## config.mk

```make
export PLATFORM = sky130hd
export DESIGN_NAME = ram_fifo_ctrl
export DESIGN_NICKNAME = d
export VERILOG_FILES = /design/src/rtl/fifo_pkg.sv /design/src/rtl/ram.sv /design/src/rtl/ram_fifo_ctrl.sv
export SDC_FILE = /design/constraint.sdc
export NUM_CORES = 1
export LEC_CHECK = 0
export CAP_MARGIN = 20
export CELL_PAD_IN_SITES_DETAIL_PLACEMENT = 2
export CELL_PAD_IN_SITES_GLOBAL_PLACEMENT = 2
export CORE_AREA = 2 2 132 121
export DETAILED_ROUTE_END_ITERATION = 10
export DIE_AREA = 0 0 134 123
export PLACE_DENSITY = 0.72
export SLEW_MARGIN = 40
export SYNTH_ARGS = -nofsm -noshare
export SYNTH_HDL_FRONTEND = slang
export SYNTH_SLANG_ARGS = --single-unit
```

## constraint.sdc

```tcl
create_clock -name i_clk -period 2.4 [get_ports i_clk]
set_input_delay 0.6 -clock i_clk [delete_from_list [all_inputs] [get_ports i_clk]]
set_output_delay 0.6 -clock i_clk [all_outputs]
set_load 0.01 [all_outputs]
```

## src/rtl/fifo_pkg.sv

```systemverilog
// Shared helpers for the RAM-backed FIFO controller: width derivation and
// parameter sanity checking.
package fifo_pkg;

  // Bits needed to hold an occupancy value in the range 0..depth inclusive.
  function automatic int unsigned count_width(input int unsigned depth);
    return $clog2(depth + 1);
  endfunction

  // Legal configuration: power-of-two depth of at least 4, and thresholds
  // ordered so that almost-empty and almost-full never describe the same level.
  function automatic bit params_ok(input int unsigned depth,
                                   input int unsigned ae_level,
                                   input int unsigned af_level);
    return (depth >= 4) &&
           ((depth & (depth - 1)) == 0) &&
           (ae_level < af_level) &&
           (af_level <= depth);
  endfunction

endpackage

```

## src/rtl/ram.sv

```systemverilog
// Two-port RAM: synchronous write port, registered read port with one cycle
// of read latency. Contents are not reset.
module ram #(
  parameter int unsigned WIDTH = 8,
  parameter int unsigned DEPTH = 16
) (
  input  logic                     i_wr_clk,
  input  logic                     i_wr_dv,
  input  logic [$clog2(DEPTH)-1:0] i_wr_addr,
  input  logic [WIDTH-1:0]         i_wr_data,
  input  logic                     i_rd_clk,
  input  logic                     i_rd_en,
  input  logic [$clog2(DEPTH)-1:0] i_rd_addr,
  output logic [WIDTH-1:0]         o_rd_data
);

  logic [WIDTH-1:0] mem [DEPTH];

  // Write port: store the word when the write strobe is high.
  always_ff @(posedge i_wr_clk) begin
    if (i_wr_dv) begin
      mem[i_wr_addr] <= i_wr_data;
    end
  end

  // Read port: register the addressed word, held when not enabled.
  always_ff @(posedge i_rd_clk) begin
    if (i_rd_en) begin
      o_rd_data <= mem[i_rd_addr];
    end
  end

endmodule

```

## src/rtl/ram_fifo_ctrl.sv

```systemverilog
// Single-clock FIFO controller around the two-port RAM. Owns pointers,
// occupancy count and all status flags; flags are registered from the
// next-state count so they are exact in the cycle following each edge.
module ram_fifo_ctrl
  import fifo_pkg::*;
#(
  parameter int unsigned WIDTH    = 8,
  parameter int unsigned DEPTH    = 16,
  parameter int unsigned AF_LEVEL = DEPTH - 2,
  parameter int unsigned AE_LEVEL = 2
) (
  input  logic                          i_clk,
  input  logic                          i_rst,
  input  logic                          i_wr_en,
  input  logic [WIDTH-1:0]              i_wr_data,
  input  logic                          i_rd_en,
  output logic [WIDTH-1:0]              o_rd_data,
  output logic                          o_rd_dv,
  output logic                          o_full,
  output logic                          o_empty,
  output logic                          o_almost_full,
  output logic                          o_almost_empty,
  output logic [count_width(DEPTH)-1:0] o_count,
  output logic                          o_overflow,
  output logic                          o_underflow
);

  localparam int unsigned AW = $clog2(DEPTH);
  localparam int unsigned CW = count_width(DEPTH);

  localparam logic [CW-1:0] DEPTH_C = CW'(DEPTH);
  localparam logic [CW-1:0] AF_C    = CW'(AF_LEVEL);
  localparam logic [CW-1:0] AE_C    = CW'(AE_LEVEL);

  generate
    if (!params_ok(DEPTH, AE_LEVEL, AF_LEVEL)) begin : g_bad_params
      $error("ram_fifo_ctrl: DEPTH must be a power of two >= 4 with AE_LEVEL < AF_LEVEL <= DEPTH");
    end
  endgenerate

  logic [AW-1:0] wr_ptr_q;
  logic [AW-1:0] rd_ptr_q;
  logic [CW-1:0] count_q;
  logic [CW-1:0] count_nxt;
  logic          full_q;
  logic          empty_q;
  logic          push;
  logic          pop;

  // Acceptance uses registered flags only, so there is no fall-through.
  always_comb begin
    push = i_wr_en & ~full_q;
    pop  = i_rd_en & ~empty_q;
  end

  // Next occupancy: simultaneous push and pop leave it unchanged.
  always_comb begin
    count_nxt = count_q;
    case ({push, pop})
      2'b10:   count_nxt = count_q + CW'(1);
      2'b01:   count_nxt = count_q - CW'(1);
      default: count_nxt = count_q;
    endcase
  end

  // Pointer, count, flag and pulse registers.
  always_ff @(posedge i_clk or posedge i_rst) begin
    if (i_rst) begin
      wr_ptr_q       <= '0;
      rd_ptr_q       <= '0;
      count_q        <= '0;
      full_q         <= 1'b0;
      empty_q        <= 1'b1;
      o_almost_full  <= 1'b0;
      o_almost_empty <= 1'b1;
      o_rd_dv        <= 1'b0;
      o_overflow     <= 1'b0;
      o_underflow    <= 1'b0;
    end else begin
      if (push) begin
        wr_ptr_q <= wr_ptr_q + AW'(1);
      end
      if (pop) begin
        rd_ptr_q <= rd_ptr_q + AW'(1);
      end
      count_q        <= count_nxt;
      full_q         <= (count_nxt == DEPTH_C);
      empty_q        <= (count_nxt == '0);
      o_almost_full  <= (count_nxt >= AF_C);
      o_almost_empty <= (count_nxt <= AE_C);
      o_rd_dv        <= pop;
      o_overflow     <= i_wr_en & full_q;
      o_underflow    <= i_rd_en & empty_q;
    end
  end

  // Expose internal state on the status ports.
  always_comb begin
    o_full  = full_q;
    o_empty = empty_q;
    o_count = count_q;
  end

  ram #(
    .WIDTH (WIDTH),
    .DEPTH (DEPTH)
  ) u_ram (
    .i_wr_clk  (i_clk),
    .i_wr_dv   (push),
    .i_wr_addr (wr_ptr_q),
    .i_wr_data (i_wr_data),
    .i_rd_clk  (i_clk),
    .i_rd_en   (pop),
    .i_rd_addr (rd_ptr_q),
    .o_rd_data (o_rd_data)
  );

endmodule

```

; ---- Yosys cells after proc, flatten, opt, wreduce, memory -nomap -nowiden
; Memory sizes are Yosys's and may differ from the RTL's. A register that Yosys moved wholly into a read port is not among the register bits.
; Cells that the tools add are included.
[totals]
register_bits = 20
ram_bits = 128
in_bits = 12
out_inout_bits = 20
elab_cells = 30
memories = 1
[op_classes]
addsub = 4
magnitude_cmp = 2
n_eq_ne = 3
n_mux = 3
n_bitwise = 6
reduce_logical = 1
[mem_list]
columns = memory, words, width, rd, rd_ports_with_merged_regs, write_ports, line_no
row1 = u_ram.mem, 16, 8, 1, 1, 1, ram.sv:17  ; logic [WIDTH-1:0] mem [DEPTH];
[op_table]
columns = op, count
row1 = $pmux W5 S2, 1
row2 = $add A4 B1 Y4 const B, 2
row3 = $add A5 B1 Y5 const B, 1
row4 = $eq A5 B5 Y1 const B, 1
row5 = $ge A5 B4 Y1 const B, 1
row6 = $le A5 B2 Y1 const B, 1
row7 = $logic_not A5 Y1, 1
row8 = $sub A5 B1 Y5 const B, 1
row9 = $and A1 B1 Y1, 4
row10 = $eq A2 B1 Y1 const B, 1
row11 = $eq A2 B2 Y1 const B, 1
row12 = $mux W1, 2
row13 = $not A1 Y1, 2

; ---- Longest topological paths before layout
[depth]
ltp_word = 5
depth_mapped = 11
mapped_depth_nobuf = 10

; ---- Hierarchy
; Synthesis repeated with hierarchy kept, for this count alone.
[unflattened]
cells_unflattened = 322
area_unflattened_um2 = 6276.0
[modules_own_cells]
columns = mod, n_inst, cells_each, area_per_inst_um2, seq_area_each_um2
row1 = ram, 1, 229, 5227.5, 4083.9
row2 = ram_fifo_ctrl, 1, 93, 1048.5, 503.0

; ---- Least setup slack after synthesis
; No wires, ideal clock.
[synth_path]
kind = input-to-reg
start = input i_wr_en
end = register o_almost_empty
arrival_ns = 2.347
t_required_ns = 2.295
path_slack_ns = -0.052
stages = 10
path_cell_list = nor2b_1 > inv_2 > nand2_1 > xnor2_1 > ha_1 > a21oi_1 > or3_1 > nand3b_1 > or3b_2 > a2111oi_2
[synth_between]
elab_chain_len = 4
word_cells_on_any_way = 5
[synth_rtl]
columns = item, line_no
row1 = "start, declared", ram_fifo_ctrl.sv:14  ; input logic i_wr_en,
row2 = $and A1 B1 Y1 *, ram_fifo_ctrl.sv:52  ; push = i_wr_en & ~full_q;
row3 = $eq A2 B1 Y1 / $eq A2 B2 Y1 (equally long branches), ram_fifo_ctrl.sv:59  ; case ({push, pop})
row4 = $pmux W5 S2 *, ram_fifo_ctrl.sv:59
row5 = $le A5 B2 Y1 *, ram_fifo_ctrl.sv:90  ; o_almost_empty <= (count_nxt <= AE_C);
row6 = "end signal, assigned", ram_fifo_ctrl.sv:90
row7 = "end, declared", ram_fifo_ctrl.sv:22  ; output logic o_almost_empty,
; Every way passes the cells marked *; elsewhere a longest branch is shown, timed or not.
; A chain may end at the register's enable or synchronous reset.

; ---- Worst setup path in the final report
[layout_path]
start = register empty_q (netlist: o_empty)
end = register o_almost_full
[layout_between]
elab_chain_len = 5
word_cells_on_any_way = 6
[layout_rtl]
columns = item, line_no
row1 = "start, declared", ram_fifo_ctrl.sv:46  ; logic empty_q;
row2 = "start signal, assigned", ram_fifo_ctrl.sv:88  ; empty_q <= (count_nxt == '0);
row3 = $not A1 Y1 *, ram_fifo_ctrl.sv:53  ; pop = i_rd_en & ~empty_q;
row4 = $and A1 B1 Y1 *, ram_fifo_ctrl.sv:53
row5 = $eq A2 B1 Y1 / $eq A2 B2 Y1 (equally long branches), ram_fifo_ctrl.sv:59
row6 = $pmux W5 S2 *, ram_fifo_ctrl.sv:59
row7 = named net count_nxt[4], ram_fifo_ctrl.sv:44  ; logic [CW-1:0] count_nxt;
row8 = $ge A5 B4 Y1 *, ram_fifo_ctrl.sv:89  ; o_almost_full <= (count_nxt >= AF_C);
row9 = "end signal, assigned", ram_fifo_ctrl.sv:89
row10 = "end, declared", ram_fifo_ctrl.sv:21  ; output logic o_almost_full,
; The timed path passes the listed nets; every way through them passes the cells marked *.

==> metrics.yaml <==
drt:
  antenna_left: 0
  dr.pass1.iters: 4
  wl_per_cell_um: 30.0
  drt_iter0_markers: 277
  drc_errors: 0
  routed_wl_um: 18300
  vias: 3374
  viasPerCell: 5.51
final_layout:
  final_core_util_pct: 54.1
  nNetsFinal: 416
  fillers: 1261
  layout_common_cells: "136 x edfxtp_1, 40 x mux4_2, 38 x buf_4"
  fin_area_um2: 8180
  seq_area_um2: 4590
  finalNonFillerCells: 612
  syn2layout_area_growth_pct: 30.4
  n_antenna_cell: 0
  multi_input_area_um2: 1770
  layout_commonest_cell: "edfxtp_1"
  drive_above_1_share_pct: 38.5
synth:
  ys_types: 45
  synth_ff_type: "edfxtp_1"
  synthesis.nets: 330
  yosys_register_bits: 156
  synth_seq_area_share_pct: 73.1
  yosys-top-cells-area: "edfxtp_1 65%, mux4_2 14%, dfrtp_1 7.2%, and2_1 1.8%, ha_1 1.4%"
  synth_edf_count: 136
  synth_top_family_by_area: "multiplexers"
  yosys.area.top_type: "edfxtp_1"
  syn_area_per_cell_um2: 20.2
  synthMuxAreaShare_pct: 14.5
  synth_area_um2: 6270
  synth_simple_gate_area_share_pct: 5.43
  yosys.area_share.xor_xnor_pct: 1.40
  netlist.area_leader.share_pct: 65.1
  ys_async_sr_fraction_pct: 12.8
  yosys_warnings: 0
  synth_compound_area_share_pct: 2.11
  synthAdderAreaFrac_pct: 1.40
  synthCells: 311
worst_setup_path:
  critical_path.reg2reg.startpoint: "o_empty"
  worstSetupPathType: "reg -> reg"
  required_ps: 2730
  reg2reg_depth: 11
  slowest_stage: "dfstp_2"
  cp_num_buf_inv: 2
  endpoint_kind: "register"
  worstPathArrival_ps: 2810
  path_max_fanout: 3
  reg2reg_to: "o_almost_full"
  crit_chain: "nand2b_4, clkinv_8, nand2_8, xnor2_4, ha_4, or3b_4, nand4_1, a21oi_2, xor2_2, buf_4, a31o_2"
  crit_family: "simple AND/OR/NAND/NOR gates"
  reg2reg_slack_ps: -80
  cpPeakStageDelay_ps: 560
  worst_setup_path_start_kind: "register"
grt:
  grt.total_usage_pct: 23.8
  grt_pass1_wl_um: 26700
  overflow: 0
  grt_start_max_net_pins: 36
  antenna_found_initial: 0
  grt_pass1_vias: 3836
clock_network:
  cts_tree: "yes"
  h-tree-depth: 4
  cts_buffers: 17
  cts.sinks: 156
  root_buffer: "clkbuf_16"
  clock_latency_ps: 430
  clkTransAtPathRegs_ps: 70
  clockBufferDepth: 2
placed_design:
  dpl.hpwl_um: 11100
  routabilityCongestion: 0.828
  placed_cells: 574
  port_buffers: 31
  placed_area_um2: 7270
  pre_cts_ws_ps: -830
sta:
  rsz0062_at_grt: "yes"
  clock_skew_ps: 12.2
  max_freq_mhz: 403
  setup_viol: 4
  slew_headroom_pct: 51.8
  setup_ws_ps: -80.8
  final.period_utilization_pct: 103
  worst_pin_slew_ps: 720
  hold_viol: 0
  finalMaxSlewViolations: 0
  fin_crit_ps: 2480
pwr:
  power_leakage_nw: 2.79
  power-per-cell-area_nw_per_um2: 1310
  switchingPower_w: 0.00341
  clkPwrFrac_pct: 27.9
  pwr-share-comb_pct: 36.3
  peakVddDrop_mv: 0.586
  swShare_pct: 31.8
  power.internal_w: 0.00729
  pwr-share-seq_pct: 35.7
hold_path:
  hp-class: "in -> async"
floorplanning:
  ioPinCount: 32
  start_util_pct: 41.5
  die_h_um: 123
  die_x_um: 134
  die-area_um2: 16500
  core_area_um2: 15100
  rows: 43
outcome:
  failed_checks: "negative setup slack"
  outcome: "finished with violations"
job:
  drv_cap: 0
## synth_stat cells (2+ instances only)
cell and instances:
edfxtp_1 136, mux4_2 40, and2_1 18, dfrtp_1 18, nand2_1 9, xnor2_1 9, ha_1 7, a21oi_1 6
buf_2 6, clkbuf_1 6, inv_1 6, nor3_1 6, nand4_1 3, nor4b_1 3, and3_1 2, buf_1 2
buf_6 2, dfstp_2 2, nor2_1 2, or3_1 2, or3b_2 2
## sequential cells by signal, summed over array words and instances, names as in the netlist
signal	flops
o_almost_full	1
o_count	5
o_underflow	1
o_almost_empty	1
o_rd_dv	1
wr_ptr_q	4
u_ram.mem	128
u_ram.o_rd_data	8
o_full	1
rd_ptr_q	4
o_overflow	1
o_empty	1
## what timing repair did
item	CTS	global route
setup buffers	6	0
pin swaps	9	8
endpoints found under the setup margin	7	6
hold buffers	0	0
resized for setup	26	15
## metal layers
layer | global-route usage (%) | routed length, µm | vias up
met5 | 0 | 0 | -
met4 | 8.05 | 342 | 0
met3 | 5.41 | 714 | 19
met2 | 40.6 | 9670 | 84
met1 | 30.4 | 7620 | 1842
li1 | - | - | 1429
## cell families after synthesis
logic type / count (synthesis)
AO/OA/AOI/OAI: 18
XOR/XNOR: 10
adder cells (fa/ha/maj): 7
buffers and inverters: 24
flip-flops: 156
multiplexers: 41
AND/OR/NAND/NOR: 55
## stage by stage
stage / power [W] / TNS (ps) / hold slack, ps
after floorplan: 0.00562 / -98.8 / 493
after global placement: 0.00690 / -6050 / 523
after detailed placement: 0.00714 / -18780 / 545
after CTS: 0.0105 / -16.8 / 515
after global routing: 0.0111 / -457 / 547
final: 0.0107 / -222 / 522
## cell type report
class                           count  share of cell area [%]
Timing Repair Buffer               83                    10.7
Tap cell                          202                    3.09
Clock inverter                     15                    2.71
Multi-Input combinational cell    131                    21.7
Inverter                            8                   0.551
Clock buffer                       17                    5.20
Sequential cell                   156                    56.1
## worst reg2reg max path: stages (launching register included)
cell      delay (ps)
dfstp_2          560
nand2b_4         170
clkinv_8          80
nand2_8           70
xnor2_4          130
ha_4             190
or3b_4           400
nand4_1          150
a21oi_2           90
xor2_2           160
buf_4            160
a31o_2           210
## power by group through the flow
stage | Sequential (W) | Combinational (W) | Clock (W)
global placement | 0.00377 | 0.00313 | 0
finish | 0.00382 | 0.00389 | 0.00299
global route | 0.00386 | 0.00413 | 0.00312
detailed placement | 0.00383 | 0.00331 | 0
CTS | 0.00381 | 0.00367 | 0.00300
floorplan | 0.00372 | 0.00190 | 0
## how the worst max path moves through the flow
stage	start	endpoint	cells after the start
after CTS	o_empty	o_almost_empty	10
final	o_empty	o_almost_full	11
after global routing	o_empty	o_almost_empty	10
after global placement	i_wr_en	o_full	10
after detailed placement	i_wr_en	o_almost_empty	11
after floorplan	i_wr_en	o_almost_empty	10
No activity file was read; power rests on OpenSTA's default activity.
